### src/rtl/msg_printer_multi.sv
// Prints NUL-terminated messages from a slotted ROM when a trigger byte arrives.
// Also echoes stray bytes, queues one follow-up request and aborts on ABORT_CHAR.
module msg_printer_multi #(
  parameter int                   NUM_MSG    = 4,
  parameter int                   SLOT_LEN   = 16,
  parameter int                   ADDR_W     = 6,
  parameter logic [NUM_MSG*8-1:0] TRIG_CHARS = {"d", "c", "b", "a"},
  parameter bit                   ECHO_EN    = 1'b1,
  parameter logic [7:0]           ABORT_CHAR = 8'h1B
) (
  input  logic              clk,
  input  logic              rst,
  input  logic [7:0]        rx_data,
  input  logic              new_rx_data,
  output logic [7:0]        tx_data,
  output logic              new_tx_data,
  input  logic              tx_busy,
  output logic [ADDR_W-1:0] rom_addr,
  input  logic [7:0]        rom_data,
  output logic              busy,
  output logic [2:0]        msg_id
);

  localparam logic [1:0] ST_IDLE  = 2'd0;
  localparam logic [1:0] ST_FETCH = 2'd1;
  localparam logic [1:0] ST_SEND  = 2'd2;
  localparam logic [1:0] ST_ECHO  = 2'd3;

  localparam int                OFF_W    = $clog2(SLOT_LEN);
  localparam logic [ADDR_W-1:0] OFF_MASK = ADDR_W'(SLOT_LEN - 1);

  logic [1:0]        state_q, state_d;
  logic [ADDR_W-1:0] rom_addr_q, rom_addr_d;
  logic [2:0]        msg_id_q, msg_id_d;
  logic [7:0]        tx_data_q, tx_data_d;
  logic              new_tx_q, new_tx_d;
  logic [7:0]        echo_q, echo_d;
  logic              pend_v_q, pend_v_d;
  logic [2:0]        pend_id_q, pend_id_d;

  logic [NUM_MSG-1:0] trig_hit;
  logic [2:0]         trig_idx;
  logic               trig_any;
  logic               abort_hit;
  logic               end_msg;
  logic               abort_now;

  function automatic logic [ADDR_W-1:0] slot_base(input logic [2:0] id);
    slot_base = ADDR_W'(id) << OFF_W;
  endfunction

  for (genvar gi = 0; gi < NUM_MSG; gi++) begin : g_trig
    assign trig_hit[gi] = new_rx_data && (rx_data == TRIG_CHARS[gi*8 +: 8]);
  end

  // Trigger entries are distinct, so at most one hit bit is set and OR-ing indices is exact.
  always_comb begin
    trig_idx = '0;
    for (int i = 0; i < NUM_MSG; i++) begin
      if (trig_hit[i]) trig_idx = trig_idx | 3'(i);
    end
  end

  assign trig_any  = |trig_hit;
  assign abort_hit = new_rx_data && (rx_data == ABORT_CHAR);

  always_comb begin
    state_d    = state_q;
    rom_addr_d = rom_addr_q;
    msg_id_d   = msg_id_q;
    tx_data_d  = tx_data_q;
    new_tx_d   = 1'b0;
    echo_d     = echo_q;
    pend_v_d   = pend_v_q;
    pend_id_d  = pend_id_q;
    end_msg    = 1'b0;
    abort_now  = 1'b0;

    if (state_q != ST_IDLE) begin
      if (abort_hit) begin
        abort_now = 1'b1;
      end else if (trig_any) begin
        pend_v_d  = 1'b1;
        pend_id_d = trig_idx;
      end
    end

    case (state_q)
      ST_IDLE: begin
        if (trig_any) begin
          state_d    = ST_FETCH;
          rom_addr_d = slot_base(trig_idx);
          msg_id_d   = trig_idx;
        end else if (new_rx_data && ECHO_EN) begin
          echo_d  = rx_data;
          state_d = ST_ECHO;
        end
      end
      ST_FETCH: state_d = ST_SEND;
      ST_SEND: begin
        if (rom_data == 8'h00) begin
          end_msg = 1'b1;
        end else if (!tx_busy) begin
          new_tx_d  = 1'b1;
          tx_data_d = rom_data;
          if ((rom_addr_q & OFF_MASK) == OFF_MASK) begin
            end_msg = 1'b1;
          end else begin
            // Offset wraps inside the slot; the slot-end test above is what stops the message.
            rom_addr_d = (rom_addr_q & ~OFF_MASK) | ((rom_addr_q + ADDR_W'(1)) & OFF_MASK);
            state_d    = ST_FETCH;
          end
        end
      end
      ST_ECHO: begin
        if (!tx_busy) begin
          new_tx_d  = 1'b1;
          tx_data_d = echo_q;
          end_msg   = 1'b1;
        end
      end
      default: state_d = ST_IDLE;
    endcase

    if (end_msg) begin
      if (pend_v_d) begin
        state_d    = ST_FETCH;
        rom_addr_d = slot_base(pend_id_d);
        msg_id_d   = pend_id_d;
        pend_v_d   = 1'b0;
      end else begin
        state_d  = ST_IDLE;
        msg_id_d = 3'd0;
      end
    end

    // Abort wins over everything decided above, including a strobe in this cycle.
    if (abort_now) begin
      state_d    = ST_IDLE;
      msg_id_d   = 3'd0;
      pend_v_d   = 1'b0;
      new_tx_d   = 1'b0;
      tx_data_d  = tx_data_q;
      rom_addr_d = rom_addr_q;
    end
  end

  always_ff @(posedge clk) begin
    if (rst) begin
      state_q    <= ST_IDLE;
      rom_addr_q <= '0;
      msg_id_q   <= 3'd0;
      tx_data_q  <= 8'h00;
      new_tx_q   <= 1'b0;
      echo_q     <= 8'h00;
      pend_v_q   <= 1'b0;
      pend_id_q  <= 3'd0;
    end else begin
      state_q    <= state_d;
      rom_addr_q <= rom_addr_d;
      msg_id_q   <= msg_id_d;
      tx_data_q  <= tx_data_d;
      new_tx_q   <= new_tx_d;
      echo_q     <= echo_d;
      pend_v_q   <= pend_v_d;
      pend_id_q  <= pend_id_d;
    end
  end

  assign tx_data     = tx_data_q;
  assign new_tx_data = new_tx_q;
  assign rom_addr    = rom_addr_q;
  assign busy        = (state_q != ST_IDLE);
  assign msg_id      = msg_id_q;

endmodule

### config.mk
export PLATFORM = sky130hd
export DESIGN_NAME = msg_printer_multi
export DESIGN_NICKNAME = d
export VERILOG_FILES = /design/src/rtl/msg_printer_multi.sv
export SDC_FILE = /design/constraint.sdc
export NUM_CORES = 1
export LEC_CHECK = 0
export ABC_AREA = 0
export BUFFER_PORTS_ARGS = -buffer_cell sky130_fd_sc_hd__buf_2
export CORE_MARGIN = 1.5
export CORE_UTILIZATION = 30
export DETAILED_ROUTE_END_ITERATION = 16
export PLACE_DENSITY = 0.52
export SLEW_MARGIN = 15
export SYNTH_ARGS = -nofsm -noshare
export SYNTH_HDL_FRONTEND = slang
export SYNTH_SLANG_ARGS = --single-unit
### constraint.sdc
create_clock -name clk -period 2.7 [get_ports clk]
set_input_delay 0.27 -clock clk [delete_from_list [all_inputs] [get_ports clk]]
set_output_delay 0.27 -clock clk [all_outputs]
set_load 0.05 [all_outputs]
==> key figures, run 1 <==
Run status
  • Status: finished clean

Timing
  • Slew Limit Headroom: about three fifths
  • Slew Viols, Final: 0
  • Skew final: 5.746 ps
  • Worst slew pin tran: 589.0 ps
  • RSZ-0062 raised after global routing: no
  • Hold WS: 259.7 ps
  • Final-report setup violation count: 0
  • Max Freq: approximately 430 MHz
  • Final period util: between 80% and 90%
  • Post-Route Setup TNS: 0 ps
  • Final hold viol count: 0
  • Post-route minimum period: 2331 ps

Clock tree
  • Clock Path Buffers: 2
  • CTS root buffer: clkbuf_8
  • Cts-stage hold buffer count: 0
  • Clock slew at reported path FFs: 70 ps
  • Post-CTS setup repair buffer count: 0
  • Post-CTS Resized: 0
  • CTS tree: yes
  • Clk_lat worst skew: 280 ps
  • Num CTS Buffers: 5
  • CTS sink cnt: 32
  • H-tree depth: 2

Power and ir drop
  • PwrDens: 772.6 mW/mm2
  • Peak supply drop: ~0.4 mV
  • Leak pwr: 0.0009505 uW

Placement
  • DP Cell Count: 330
  • Placement Cell Area: 0.002233 mm2
  • GP Congestion: 0.8035
  • Port-buffer cells: 38
  • Detail Placement HPWL: 3.921 mm

Synthesis
  • Synth Area in Adders: 4.516%
  • Syn_nets: 246
  • YS warnings: 0
  • Gate count of the mapped netlist: 219
  • Largest family of logic cells by synthesized area: simple AND/OR/NAND/NOR gates
  • Commonest register cell after synthesis: dfxtp_1
  • Post-synthesis mux area share: 8.839%
  • Syn Area/Cell: 8.856 um2
  • Synth Area in Compound Gates: 23.48%
  • Post-synth EDFFs: 0
  • Synthesized area: 0.001939 mm2
  • Sequential element share of the synthesized area: 33.03%
  • Area share of xor/xnor cells in the synthesized design: less than 1%
  • Post-synth ARST share: 0%
  • Netlist cell types: 58
  • Yosys reg bits: 32
  • Fraction of the mapped netlist area in simple logic gates: 25.23%

Setup path
  • Worst Path Required: 2850 ps
  • Crit. End Element: flop
  • Sum of buffers and inverters on the critical path: 2
  • Family with the most delay on the worst path: simple AND/OR/NAND/NOR gates
  • Crit-path max FO: 16
  • Crit path kind: flop to flop
  • Max incr delay on CP: ~540 ps
  • CP startpoint kind: flop
  • Crit path DAT: between 2000 and 2500 ps
  • Slowest-stage cell, CP: or4b_4
  • Critical-path cell list: inv_1 > ha_1 > or4b_4 > nor4_4 > nor4_2 > buf_4 > nor2_1 > a211oi_2

Detailed routing
  • Via density per instance: 5.249
  • Initial DRT Pass Iterations: 4
  • Total Routed Length: 5.210 mm
  • Via count: 1774
  • Detail Route Antenna Nets: 0
  • DRT iter0 DRCs: between 60 and 70
  • Wire length per cell: 15.41 um
  • Drc violations: 0

Global route
  • First-pass GRT wire length: 8.804 mm
  • Number of global-route vias before repair: between 1500 and 2000
  • Largest net degree at the start of global routing: 28
  • Global Route Usage Sum: 15.76%
  • GRT overflow: 0
  • Antenna violations before repair: 0

Die
  • Core Area: 0.006314 mm2
  • Die width: 83.40 um
  • Full die area: 0.006956 mm2
  • DIE HEIGHT: 83.40 um
  • Row cnt: 29
  • Initial core utilization: 30.72%
  • Ports: 39

Cells and area
  • Fin nets: ~290
  • Post-route insts no fill: 338
  • Commonest cells after routing, fill and taps aside: buf_2 (38), dfxtp_1 (32), nor2_1 (29)
  • Fillers: 680
  • Commonest non-fill, non-tap cell in the layout: buf_2
  • Design Area, Final: about 0.0023 mm2
  • Layout cells sized above 1: 27.59%
  • Number of diodes: 0
  • Area Growth Syn to Fin: 20.90%

Hold path
  • Hold/Removal Path Class: input pin to flop

Job
  • Max cap viols: 0
==> logic make-up after synthesis <==
logic type                 after synthesis
and+or+nand+nor                         86
AOI/OAI and AO/OA                       56
adders and majority gates                7
DFF                                     32
muxes                                   17
xor gates and xnor gates                 1
buffers and inverters                   20
==> layout make-up <==
cell class	instances	area, um2	share of cell area [%]
Multi-Input combinational cell	167	1212	51.71
Sequential cell	32	640.6	27.32
Timing Repair Buffer	47	257.7	10.99
Tap cell	77	96.34	4.109
Clock buffer	5	68.82	2.935
Clock inverter	3	42.54	1.814
Inverter	7	26.28	1.121
==> stage by stage <==
step	power, uW	setup WS [ps]	utilization, %
after floorplan	1165	586.6	-
after global placement	1346	453.1	35.37
after detailed placement	1355	403.8	35.37
after CTS	1828	387.9	37.14
after global routing	1933	196.0	37.14
final	1812	369.4	37.14
==> power breakdown <==
part / switching [uW] / internal, uW / leakage [uW]
sequential: 44.1 / 540 / 0.000260
clock: 189 / 273 / 0.0000541
combinational: 517 / 248 / 0.000636
total: 750 / 1060 / 0.000951
==> synthesized netlist by cell type, types with 3 or more instances <==
cell type	count	area, um2
dfxtp_1	32	640.6
nor2_1	29	108.9
mux2i_1	16	160.2
a21oi_1	9	45.04
a211oi_2	8	100.1
nand2_1	8	30.03
nand2b_1	8	50.05
ha_1	7	87.58
clkbuf_1	6	22.52
nor4_1	6	37.54
inv_1	5	18.77
o21ai_0	5	25.02
a41oi_1	4	35.03
nand3_1	4	20.02
nand4_1	4	25.02
nor2b_1	4	25.02
nor3b_1	4	30.03
o2111ai_1	4	35.03
o211ai_1	4	30.03
buf_1	3	11.26
buf_2	3	15.01
==> metal layers <==
layer	vias up	wire length, um	global-route usage, %
met5	-	0	0
met4	0	78	5.152
met3	7	205	3.082
met2	44	2334	25.20
met1	824	2591	21.31
li1	899	-	-
==> tightest hold or removal path, stage by stage <==
cell     delay, ps
buf_2          110
nand3_1         70
a21oi_1         50
==> flip-flops by register name, summed over array words and instances (netlist names) <==
name         count
new_tx_data      1
pend_id_q        3
rom_addr         6
echo_q           8
pend_v_q         1
tx_data          8
state_q          2
msg_id           3
==> final timing paths <==
path | cells after the start | startpoint | slack (ps) | end
setup / recovery | 8 | state_q[0] | 370 | tx_data[0]
setup reg to reg | 8 | state_q[0] | 370 | tx_data[0]
hold / removal | 3 | rx_data[7] | 260 | echo_q[7]
hold reg to reg | 2 | echo_q[7] | 460 | echo_q[7]
(Power assumes the default switching activity.)
==> inputs of run 2 (changes only) <==
BUFFER_PORTS_ARGS = default   (was -buffer_cell sky130_fd_sc_hd__buf_2)
DONT_BUFFER_PORTS = 1   (was default)
PLACE_DENSITY = 0.47   (was 0.52)
==> run 2 against run 1 <==
  * Clock skew down 1.5 ps
  * Wire length grew 3.0%
  * Clock power fell by 17%
  * Fmax decreased by 2.4%
  * Global-route usage is 0.56 points higher
==> key figures, run 2 (synthesis results as in run 1) <==
Run status
  • Status: finished clean

Power and ir drop
  • Overall Power: approximately 1700 uW
  • Leak pwr: 0.0007720 uW
  • PwrDens: roughly 770 mW/mm2
  • Peak supply drop: 0.3524 mV

Die
  • Ports: 39
  • Row cnt: 29
  • Core Area: roughly 0.0063 mm2
  • Initial core utilization: 30.72%
  • Die width: around 83 um
  • Full die area: 0.006956 mm2
  • DIE HEIGHT: 83.40 um

Setup path
  • Crit-path max FO: 16
  • Crit. End Element: flop
  • CP startpoint kind: flop
  • Crit path kind: flop to flop
  • Crit path DAT: between 2000 and 3000 ps
  • Worst Path Required: 2920 ps

Clock tree
  • H-tree depth: 2
  • CTS sink cnt: 32
  • Clock Path Buffers: 2
  • CTS tree: yes
  • Post-CTS Resized: 0
  • Cts-stage hold buffer count: 0
  • Post-CTS setup repair buffer count: 0
  • Clk_lat worst skew: 290 ps
  • CTS root buffer: clkbuf_8
  • Num CTS Buffers: 5
  • Clock slew at reported path FFs: 70 ps

Timing
  • Worst slew pin tran: slightly below 1000 ps
  • Final period util: between 80% and 90%
  • Hold WS: 43.77 ps
  • Slew Limit Headroom: 35.10%
  • Post-route minimum period: 2388 ps
  • Slew Viols, Final: 0
  • Final-report setup violation count: 0
  • Max Freq: between 400 and 500 MHz
  • Post-Route Setup TNS: 0 ps
  • RSZ-0062 raised after global routing: no
  • Final hold viol count: 0
  • Skew final: 4.235 ps

Detailed routing
  • Drc violations: 0
  • Detail Route Antenna Nets: 0
  • Initial DRT Pass Iterations: 4
  • Total Routed Length: between 5 and 6 mm
  • Via count: 1651
  • Wire length per cell: 17.76 um
  • DRT iter0 DRCs: roughly 110
  • Via density per instance: 5.467

Global route
  • First-pass GRT wire length: roughly 8.9 mm
  • Number of global-route vias before repair: roughly 1700
  • Met2 GRT Util: 25.72%
  • Global Route Usage Sum: 16.32%
  • GR peak layer: met2
  • Antenna violations before repair: 0
  • GRT overflow: 0
  • Met3 usage: under 10%
  • Largest net degree at the start of global routing: 28
  • M1 GR Usage: 20.49%

Placement
  • Placement Cell Area: a little over 0.002 mm2
  • Detail Placement HPWL: 4.039 mm
  • GP Congestion: slightly below 0.8
  • Port-buffer cells: 0

Cells and area
  • Area Growth Syn to Fin: 11.35%
  • Design Area, Final: 0.002160 mm2
  • Number of diodes: 0
  • Commonest non-fill, non-tap cell in the layout: dfxtp_1
  • Commonest cells after routing, fill and taps aside: dfxtp_1 (32), nor2_1 (29), mux2i_1 (16)
  • Fin nets: 251
  • Layout cells sized above 1: 16.00%

Job
  • Max cap viols: 0

Hold path
  • Hold/Removal Path Class: input pin to flop
## run 2: layer usage
| metal | up-vias | share of wire (%) |
|---|---|---|
| met5 | - | 0 |
| li1 | 838 | - |
| met2 | 44 | 46 |
| met3 | 8 | 6.4 |
| met1 | 761 | 46 |
| met4 | 0 | 1.8 |
## run 2: final timing paths
kind	from	endpoint	slack [ps]	cells past startpoint
setup reg to reg	state_q[0]	tx_data[1]	310	6
setup / recovery	state_q[0]	tx_data[1]	310	6
hold / removal	rst	tx_data[6]	40	1
hold reg to reg	echo_q[7]	echo_q[7]	470	2
## run 2: final cells by class
| cell class | instances | area, um2 |
|---|---|---|
| sequential | 32 | 640.6 |
| fill | 677 | 4154 |
| clock inverter | 3 | 23.77 |
| clock buffer | 5 | 68.82 |
| tap | 77 | 96.34 |
| timing repair buffer | 11 | 82.58 |
| inverter | 7 | 26.28 |
| multi-input combinational | 167 | 1221 |
## run 2: critical path, cell delays in order, from the launching register on
cell and delay [ps]:
dfxtp_1 420, inv_1 110, ha_1 320, and3_1 260, nor4_4 860, nor2_1 130, a211oi_2 220
## run 2: where the power goes
part	switching (uW)	internal (uW)	total, uW
logic	364	219	583
registers	163	540	703
clock network	200	182	382
total	726	942	1670
## run 2: stage by stage
stage          instances  utilization, %  setup WS, ps
6_report             302           34.21         311.6
2_1_floorplan        219               -         586.6
3_3_place_gp         294           32.74         358.3
3_5_place_dp         294           32.74         294.8
5_1_grt              302           34.21         52.17
4_1_cts              302           34.21         275.9
